==> config.mk <==
export PLATFORM = sky130hd
export DESIGN_NAME = msu_data_fetch
export DESIGN_NICKNAME = d
export VERILOG_FILES = /design/src/rtl/msu_data_fetch.sv
export SDC_FILE = /design/constraint.sdc
export NUM_CORES = 1
export LEC_CHECK = 0
export ABC_AREA = 0
export BUFFER_PORTS_ARGS = -buffer_cell sky130_fd_sc_hd__buf_2
export CAP_MARGIN = 0
export CORE_UTILIZATION = 40
export DETAILED_ROUTE_END_ITERATION = 8
export SETUP_SLACK_MARGIN = 0.4
export SLEW_MARGIN = 20
export SYNTH_ARGS = -nofsm -noshare
export SYNTH_HDL_FRONTEND = slang
export SYNTH_SLANG_ARGS = --single-unit
==> constraint.sdc <==
create_clock -name clk -period 2.6 [get_ports clk]
set_input_delay 0.52 -clock clk [delete_from_list [all_inputs] [get_ports clk]]
set_output_delay 0.52 -clock clk [all_outputs]
set_load 0.03 [all_outputs]
==> src/rtl/msu_data_fetch.sv <==
`default_nettype none
// msu_data_fetch: MSU data-track prefetch FIFO with a single-outstanding byte fetch port.
// Rev 1.0
module msu_data_fetch #(
  parameter int DEPTH = 8
) (
  input  logic        clk,
  input  logic        rst,
  input  logic        i_seek,
  input  logic [31:0] i_seek_addr,
  input  logic        i_rd_adv,
  output logic [7:0]  o_data_out,
  output logic        o_busy,
  output logic        o_mem_req,
  output logic [31:0] o_mem_addr,
  input  logic        i_mem_ack,
  input  logic [7:0]  i_mem_data,
  output logic        o_underflow
);

  localparam int AW = $clog2(DEPTH);
  localparam logic [AW:0]   C_FULL    = (AW+1)'(DEPTH);
  localparam logic [AW:0]   C_ALMOST  = (AW+1)'(DEPTH - 1);
  localparam logic [AW:0]   C_CNT_ONE = (AW+1)'(1);
  localparam logic [AW-1:0] C_PTR_ONE = AW'(1);

  localparam logic [1:0] S_IDLE  = 2'd0;
  localparam logic [1:0] S_DRAIN = 2'd1;
  localparam logic [1:0] S_FILL  = 2'd2;
  localparam logic [1:0] S_READY = 2'd3;

  logic [1:0]    r_state, w_state_nxt;
  logic [7:0]    r_mem [DEPTH];
  logic [AW-1:0] r_rd_ptr, r_wr_ptr;
  logic [AW:0]   r_count;
  logic [31:0]   r_faddr, r_mem_addr;
  logic          r_mem_req, r_underflow;
  logic          w_ack, w_active, w_wr, w_rd, w_underrun;

  // An acknowledge only counts against a live request; strays are dropped.
  assign w_ack      = i_mem_ack & r_mem_req;
  assign w_active   = (r_state == S_FILL) || (r_state == S_READY);
  assign w_wr       = w_active & w_ack & ~i_seek;
  assign w_rd       = (r_state == S_READY) & i_rd_adv & ~i_seek & (r_count != '0);
  assign w_underrun = (r_state == S_READY) & i_rd_adv & ~i_seek & (r_count == '0);

  always_ff @(posedge clk or posedge rst) begin
    if (rst) r_state <= S_IDLE;
    else     r_state <= w_state_nxt;
  end

  always_comb begin
    w_state_nxt = r_state;
    if (i_seek) begin
      w_state_nxt = (r_mem_req && !i_mem_ack) ? S_DRAIN : S_FILL;
    end else begin
      case (r_state)
        S_DRAIN: if (w_ack) w_state_nxt = S_FILL;
        S_FILL:  if (w_wr && (r_count == C_ALMOST)) w_state_nxt = S_READY;
        default: w_state_nxt = r_state;
      endcase
    end
  end

  always_ff @(posedge clk or posedge rst) begin
    if (rst) begin
      r_rd_ptr    <= '0;
      r_wr_ptr    <= '0;
      r_count     <= '0;
      r_faddr     <= '0;
      r_mem_req   <= 1'b0;
      r_mem_addr  <= '0;
      r_underflow <= 1'b0;
    end else if (i_seek) begin
      r_rd_ptr    <= '0;
      r_wr_ptr    <= '0;
      r_count     <= '0;
      r_faddr     <= i_seek_addr;
      r_underflow <= 1'b0;
      // An unacknowledged request keeps its address and is drained later.
      r_mem_req   <= r_mem_req & ~i_mem_ack;
    end else begin
      if (r_state == S_DRAIN) begin
        if (w_ack) r_mem_req <= 1'b0;
      end else if (w_active) begin
        if (w_wr) begin
          r_mem_req <= 1'b0;
          r_wr_ptr  <= r_wr_ptr + C_PTR_ONE;
          r_faddr   <= r_faddr + 32'd1;
        end else if (!r_mem_req && (r_count < C_FULL)) begin
          r_mem_req  <= 1'b1;
          r_mem_addr <= r_faddr;
        end
      end
      if (w_rd) r_rd_ptr <= r_rd_ptr + C_PTR_ONE;
      if (w_wr && !w_rd)      r_count <= r_count + C_CNT_ONE;
      else if (!w_wr && w_rd) r_count <= r_count - C_CNT_ONE;
      if (w_underrun) r_underflow <= 1'b1;
    end
  end

  always_ff @(posedge clk) begin
    if (w_wr) r_mem[r_wr_ptr] <= i_mem_data;
  end

  always_comb begin
    o_busy     = (r_state == S_DRAIN) || (r_state == S_FILL);
    o_data_out = (r_count != '0) ? r_mem[r_rd_ptr] : 8'h00;
  end

  assign o_mem_req   = r_mem_req;
  assign o_mem_addr  = r_mem_addr;
  assign o_underflow = r_underflow;

endmodule
`default_nettype wire
# After elaboration in Yosys (flattened, before gate mapping)
# Memory sizes are Yosys's and may differ from the RTL's.
# Cells that the tools add are included.
[word_totals]
regBits = 78
mem_bits_rw = 64
n_memories = 1
wordCells = 88
[op_classes]
reduce_logical = 25
n_eq_ne = 7
magnitude_cmp = 1
bitwise_logic = 12
add_sub_neg = 5
muxes = 29
[memory_table]
columns = ["memory", "words", "word_bits", "read_ports", "rd_clocked_by_memory_dff", "wr", "line_no", "text"]
rows = [
  ["r_mem", 8, 8, 1, 0, 1, "33", "logic [7:0] r_mem [DEPTH];"],
]
[op_table]
columns = ["operator", "n"]
rows = [
  ["32-bit two-way mux", 4],
  ["32-bit by 1-bit adder with 32-bit output (second input constant)", 1],
  ["3-bit two-way mux", 6],
  ["4-bit two-way mux", 3],
  ["1-bit two-way mux", 10],
  ["3-bit AND reduction", 3],
  ["3-bit nonzero test", 3],
  ["1-bit AND", 8],
  ["2-bit two-way mux", 4],
  ["8-bit two-way mux", 1],
  ["2-bit nonzero test", 4],
  ["4-bit nonzero test", 2],
  ["3-bit by 1-bit adder with 3-bit output (second input constant)", 2],
  ["1-bit logical AND", 5],
  ["5-bit AND reduction", 1],
  ["4-bit by 1-bit adder with 4-bit output (second input constant)", 1],
  ["2-bit equality test (second input constant)", 2],
  ["4-bit by 3-bit equality test with 1-bit output (second input constant)", 1],
  ["1-bit logical NOT", 4],
  ["4-bit logical NOT", 1],
  ["4-bit < comparator (second input constant)", 1],
  ["1-bit NOT", 4],
  ["2-bit case mux with 2 select lines", 1],
  ["4-bit by 1-bit subtractor with 4-bit output (second input constant)", 1],
  ["other kinds (5)", 6],
]

# Logic depth before layout (Yosys ltp)
# Gate-level depths: netlist (run 1).
[depth]
depth_word = 9
mapped_depth = 10
depth_no_buf = 9

# Least setup slack after synthesis (run 1)
# OpenSTA, ideal clock, no wires.
[synth_path]
path_type = "register to register"
start = "register r_mem_req (netlist: o_mem_req)"
end = "register r_count[3]"
stages_incl_launch_ff = 10
slack_ns = -0.119
t_arrival_ns = 2.594
required_ns = 2.475
period_less_slack_ns = 2.719
setup_ns = 0.125
cell_sequence = "dfrtp_1 > clkbuf_2 > o211ai_2 > clkbuf_1 > or3_1 > ha_1 > a21o_1 > a21oi_1 > mux2i_1 > mux2_2"
[synth_via]
elab_chain_cells = 6
[synth_lines]
columns = ["element", "line_no", "text"]
rows = [
  ["start, declared", "37", "logic r_mem_req, r_underflow;"],
  ["start signal, assigned", "81", "r_mem_req <= r_mem_req & ~i_mem_ack;"],
  ["1-bit AND (*)", "41", "assign w_ack = i_mem_ack & r_mem_req;"],
  ["1-bit AND (*) (2 in a row)", "43", "assign w_wr = w_active & w_ack & ~i_seek;"],
  ["1-bit logical AND / 1-bit logical NOT (equally long branches)", "96, 97", ""],
  ["4-bit two-way mux / 1-bit logical AND (equally long branches)", "96, 97", ""],
  ["4-bit two-way mux / 3-bit nonzero test (equally long branches)", "n/a", ""],
  ["end signal, assigned", "96", "if (w_wr && !w_rd) r_count <= r_count + C_CNT_ONE;"],
  ["end signal, assigned", "97", "else if (!w_wr && w_rd) r_count <= r_count - C_CNT_ONE;"],
  ["end, declared", "35", "logic [AW:0] r_count;"],
]
# Every way passes the cells marked *; elsewhere a longest branch is shown, timed or not.
# A chain may end at the register's enable or synchronous reset.

# Worst setup path after layout (run 1)
[layout_path]
start = "register r_rd_ptr[0]"
end = "output port o_data_out[2]"
[layout_via]
elab_chain_cells = 2
[layout_lines]
columns = ["element", "line_no", "text"]
rows = [
  ["start, declared", "34", "logic [AW-1:0] r_rd_ptr, r_wr_ptr;"],
  ["start signal, assigned", "95", "if (w_rd) r_rd_ptr <= r_rd_ptr + C_PTR_ONE;"],
  ["memory read 8 x 8 bit", "n/a", ""],
  ["8-bit two-way mux", "108", "o_data_out = (r_count != '0) ? r_mem[r_rd_ptr] : 8'h00;"],
  ["end, declared", "12", "output logic [7:0] o_data_out,"],
]
# Every way passes these cells.

==> results of run 1 <==
synthesized netlist by cell type (all sizes together) (2+ instances only):
cell type  instances
dfrtp             78
edfxtp            64
nor2              40
mux2              33
nand2             33
clkbuf            20
o21ai             20
or4               19
a31oi             16
mux4              16
nand3             15
nand4             14
o31ai             14
inv               13
nor3              12
xnor2             12
mux2i             10
buf                8
ha                 8
o211ai             8
or3                8
a21oi              7
and4               6
nor3b              5
nor4               5
nand2b             3
nor2b              3
nand3b             2
nand4b             2
or2                2
or4b               2
xor2               2
report_power, final:
group	internal (mW)	switching, mW	total [mW]
clock network	1.39	1.10	2.48
logic	1.20	1.48	2.68
registers	2.70	0.291	2.99
worst min-delay path by stage:
stage	end	slack, ns	cells past startpoint
final	o_mem_addr[21]	0.22	2
after global placement	o_mem_addr[26]	0.48	1
after detailed placement	o_mem_addr[12]	0.49	1
after global routing	o_mem_addr[21]	0.25	2
after floorplan	o_mem_addr[30]	0.52	1
after CTS	o_mem_addr[21]	0.22	2
sequential cells by signal (all words and copies together), names as in the netlist:
signal	flops
r_state	2
r_faddr	32
o_mem_addr	32
r_wr_ptr	3
o_mem_req	1
r_count	4
r_rd_ptr	3
r_mem	64
o_underflow	1
area by class of cell:
type                       count  area [µm²]
sequential                   142        3880
tap                          216         270
clock inverter                15         196
antenna                        1        2.50
multi-input combinational    331        2850
timing repair buffer         164        1240
inverter                      14        56.3
fill                        1318        7020
clock buffer                  17         425
through the flow:
| stage | power, mW | instance area (µm²) | hold slack, ns | worst slack (ns) | TNS [ns] |
|---|---|---|---|---|---|
| after floorplan | 4.39 | 6580 | 0.516 | -0.0292 | -0.0292 |
| after global placement | 5.04 | 7500 | 0.485 | 0.143 | 0 |
| after detailed placement | 5.10 | 7500 | 0.491 | 0.0366 | 0 |
| after CTS | 7.76 | 8390 | 0.224 | 0.117 | 0 |
| after global routing | 8.52 | 8930 | 0.254 | 0.0931 | 0 |
| final | 8.16 | 8930 | 0.223 | 0.163 | 0 |
cells by family after synthesis:
logic type	Yosys count
AOI/OAI and AO/OA	73
xor gates and xnor gates	14
adders and majority gates	9
buffers and inverters	42
DFF	142
muxes	59
and+or+nand+nor	175
routing by layer:
metal / up-vias / global-route usage, % / wire (µm)
met5: - / 0 / 0
met4: 0 / 7.59 / 330
met3: 26 / 5.58 / 845
met2: 149 / 32.0 / 8270
met1: 2496 / 26.9 / 7600
li1: 2291 / - / -
worst reg2reg max path, cell delays in order (launching register included):
cell	delay [ns]
dfrtp_2	0.45
inv_2	0.09
ha_4	0.14
o211ai_4	0.10
or3_4	0.41
ha_4	0.22
a21o_1	0.18
a21oi_2	0.13
mux2i_1	0.21
mux2_2	0.35
cells in the final DEF (no fill, tap or decap), types with 14 or more instances in the layout:
cell type	count
buf_6	31
edfxtp_1	64
nand2_1	32
o21ai_0	19
clkbuf_16	19
buf_4	42
mux2_4	20
buf_2	83
dfrtp_1	72
nor2_1	39
a31oi_1	16
mux4_2	16
nand4_1	14
timing repair:
item | 4_1_cts | 5_1_grt
buffers inserted | 19 | 16
resized for setup | 21 | 103
pin swaps | 17 | 27
setup endpoints to repair | 26 | 98
cloned | 2 | 5
==> metrics.cfg, run 1 <==
[logic_synthesis]
synth_top_cell_area_share_pct=29.8
yosys.area_share.xor_xnor_pct=1.87
synth_adder_area_share_pct=1.83
avgSynthCellArea_um2=12.8
async_flop_share_pct=54.9
synth_simple_gate_area_share_pct=14.6
ys.flop_type=dfrtp_1
synth_edf_count=64
synthMuxAreaShare_pct=12.7
yosysUniqueCellTypes=53
synth-compound-area-share_pct=7.23
syn_nets=568
ys.warnings.count=0
seq_area_frac_synth_pct=59.1
synth.area.top_cells=dfrtp_1 30%, edfxtp_1 29%, mux2_2 5.7%
synthCells=514
synth_top_family_by_area=simple AND/OR/NAND/NOR gates
synth_area_um2=6560
synth.largest_area_cell=dfrtp_1
synth-seq-cells=142

[cts]
root_buffer=clkbuf_16
ctsHoldBuffers=0
tritoncts=done
clockBufferDepth=2
clk_latency_ns=0.43
clock_sinks=142
htree_levels=4
clk_pin_slew_worst_paths_ns=0.06
cts_buffers=17

[floorplan]
die_y_um=130
io_pins=88
placementRows=46
coreArea_um2=15900
die_w_um=130
start_util_pct=41.1
dieArea_um2=16900

[worst_setup_path]
crit_buf_inv=2
rr_startpoint=r_state[0]
reg2reg_slack_ns=0.20
crit_start=r_rd_ptr[0]
crit_arrival_ns=1.92
slowest_stage=mux4_2
critical_path_required_ns=2.08
path_depth=5
start_kind=flip-flop
path_cells=buf_12, mux4_2, mux2i_1, nor2_1, buf_2
reg2regPathDepth=9
critPathKind=flip-flop to output pin
crit_end=o_data_out[2]
critical_path_peak_fanout=9
end_kind=output pin
r2r-end=r_count[3]
path_delay_family=multiplexers
slowest_delay_ns=0.50

[power]
p_leak_nw=3.47
peakVddDrop_mv=0.591
cellPowerDensity_nw_per_um2=914

[cells_and_area]
area_delta_synth_final_pct=36.1
fin_cells=900
fin_nets=724
postLayoutCoreUtil_pct=56.0
drive_gt1_share_pct=43.6

[drt]
viasPerCell=5.51
vias=4962
wl_um=17000
drc_errors=0
final_antenna_net_count=0
first_pass_iters=5
drt_iter0_drc=333
wl_per_cell_um=18.9

[hold_path]
holdCritPathClass=input port to async pin

[sta]
finalCritPeriodShare_pct=93.7
min_period_ns=2.44
slew_headroom_pct=48.2
finalClockSkew_ns=0.00820
fmax_mhz=410
rsz0062_at_grt=yes
hold_violations=0
setup_viol=0
drv_slew=0
tightest_slew_ns=0.775

[global_routing]
grt_antenna_before_repair=1
grt_pass1_vias=4763
grt_max_degree=44
grt_pass1_wl_um=25600
grt_usage_pct=20.3
overflow=0

[placed_design]
dpl.hpwl_um=10500
dpl.cell_count=825
routabilityCongestion=0.829
io_buffers=87

[flow_run]
maxCapViolCount=0

[status]
status=finished clean

Note: power is estimated with default switching activity, not from simulation.
==> run 2: changes to the inputs <==
- BUFFER_PORTS_ARGS: -buffer_cell sky130_fd_sc_hd__buf_2 -> -buffer_cell sky130_fd_sc_hd__buf_4
==> run 2 against run 1 <==
Compared with the run above: sequential cell count stayed put; setup slack worse by 0.046 ns; register-to-register slack worse by 0.06 ns; core utilization is 0.89 points lower; design area is 1.6% lower; critical path depth stayed put; hold slack worse by 0.0098 ns; critical path type unchanged; largest cell class unchanged; largest power group unchanged; highest routed layer unchanged.
==> metrics.cfg, run 2 (synthesis gave the netlist of run 1 again) <==
[drt]
viasPerCell=5.53
first_pass_iters=5
wl_um=16600
wl_per_cell_um=18.9
vias=4852
final_antenna_net_count=0
drt_iter0_drc=237
drc_errors=0

[cells_and_area]
fin_nets=702
fin_area_um2=8780
final_cell_mix=122 x buf_4, 74 x dfrtp_1, 64 x edfxtp_1
final_common_cell=buf_4
regMostFlops=r_mem
largest_register_ffs=64
fin_cells=877
postLayoutCoreUtil_pct=55.1
antenna_cells=0
drive_gt1_share_pct=39.9
area_delta_synth_final_pct=34.0

[floorplan]
die_y_um=130
die_w_um=130
coreArea_um2=15900
placementRows=46
start_util_pct=41.1
dieArea_um2=16900
io_pins=88

[status]
status=finished clean

[worst_setup_path]
reg2reg_slack_ns=0.14
rr_startpoint=r_state[0]
critPathKind=flip-flop to output pin
critical_path_required_ns=2.08
crit_arrival_ns=1.96
end_kind=output pin
start_kind=flip-flop
crit_start=r_rd_ptr[0]
critical_path_peak_fanout=8

[power]
p_leak_nw=3.39
finalPower_mw=8.01
cellPowerDensity_nw_per_um2=912
peakVddDrop_mv=0.533

[global_routing]
grt_usage_pct=19.8
grt_max_degree=79
overflow=0
grt_antenna_before_repair=0
grt_pass1_vias=4800
grt_pass1_wl_um=25000

[placed_design]
dpl.cell_count=816
pre_cts_ws_ns=0.0248
io_buffers=87
place_area_um2=7640
dpl.hpwl_um=10200
routabilityCongestion=0.831

[cts]
tritoncts=done
root_buffer=clkbuf_16
htree_levels=4
clk_pin_slew_worst_paths_ns=0.06
cts_buffers=17
clk_latency_ns=0.43
clock_sinks=142
ctsHoldBuffers=0
clockBufferDepth=2

[sta]
setup_viol=0
whs_ns=0.213
min_period_ns=2.48
setup_ws_ns=0.118
finalClockSkew_ns=0.00833
slew_headroom_pct=60.7
fmax_mhz=403
finalCritPeriodShare_pct=95.5
fin_tns_setup_ns=0
tightest_slew_ns=0.589
hold_violations=0
drv_slew=0
rsz0062_at_grt=yes

[flow_run]
maxCapViolCount=0

[hold_path]
holdCritPathClass=input port to async pin

run 2: path summary, 6_finish.rpt:
kind	to	cells past startpoint
worst max register to register	r_count[3]	9
worst min register to register	o_mem_addr[15]	1
worst min-delay path	o_mem_addr[25]	3
worst max-delay path	o_data_out[1]	5
min in group clk	r_faddr[7]	3
max in group asynchronous	r_count[2]	3
run 2: power by group:
| part | leakage (nW) | switching [mW] | total [mW] | internal [mW] |
|---|---|---|---|---|
| Combinational | 1.62 | 1.43 | 2.73 | 1.29 |
| Clock | 0.268 | 1.03 | 2.29 | 1.26 |
| Sequential | 1.50 | 0.297 | 3.00 | 2.70 |
run 2: layer usage:
layer | wire (µm) | vias up | GRT usage, %
li1 | - | 2242 | -
met1 | 7240 | 2430 | 25.7
met2 | 8220 | 149 | 31.5
met3 | 719 | 31 | 4.92
met4 | 429 | 0 | 8.55
met5 | 0 | - | 0
run 2: final cells by class:
| class | count | area [µm²] |
|---|---|---|
| multi-input cells | 332 | 2820 |
| inverters | 14 | 56.3 |
| fillers | 1327 | 7160 |
| repair buffers | 141 | 1200 |
| well taps | 216 | 270 |
| clock buffers | 18 | 429 |
| flip-flops and latches | 142 | 3880 |
| clock inverters | 14 | 125 |
run 2: critical path, cell delays in order, from the launching register on:
cell and delay, ns:
dfrtp_2 0.44, clkbuf_16 0.20, mux4_2 0.50, mux2i_1 0.17, nor2_1 0.06, buf_4 0.16
run 2: what timing repair did:
| action | CTS | global route |
|---|---|---|
| gates cloned | 2 | 4 |
| resized for setup | 15 | 62 |
| setup buffers | 9 | 14 |
| pin swaps | 5 | 29 |
| endpoints found under the setup margin | 29 | 51 |
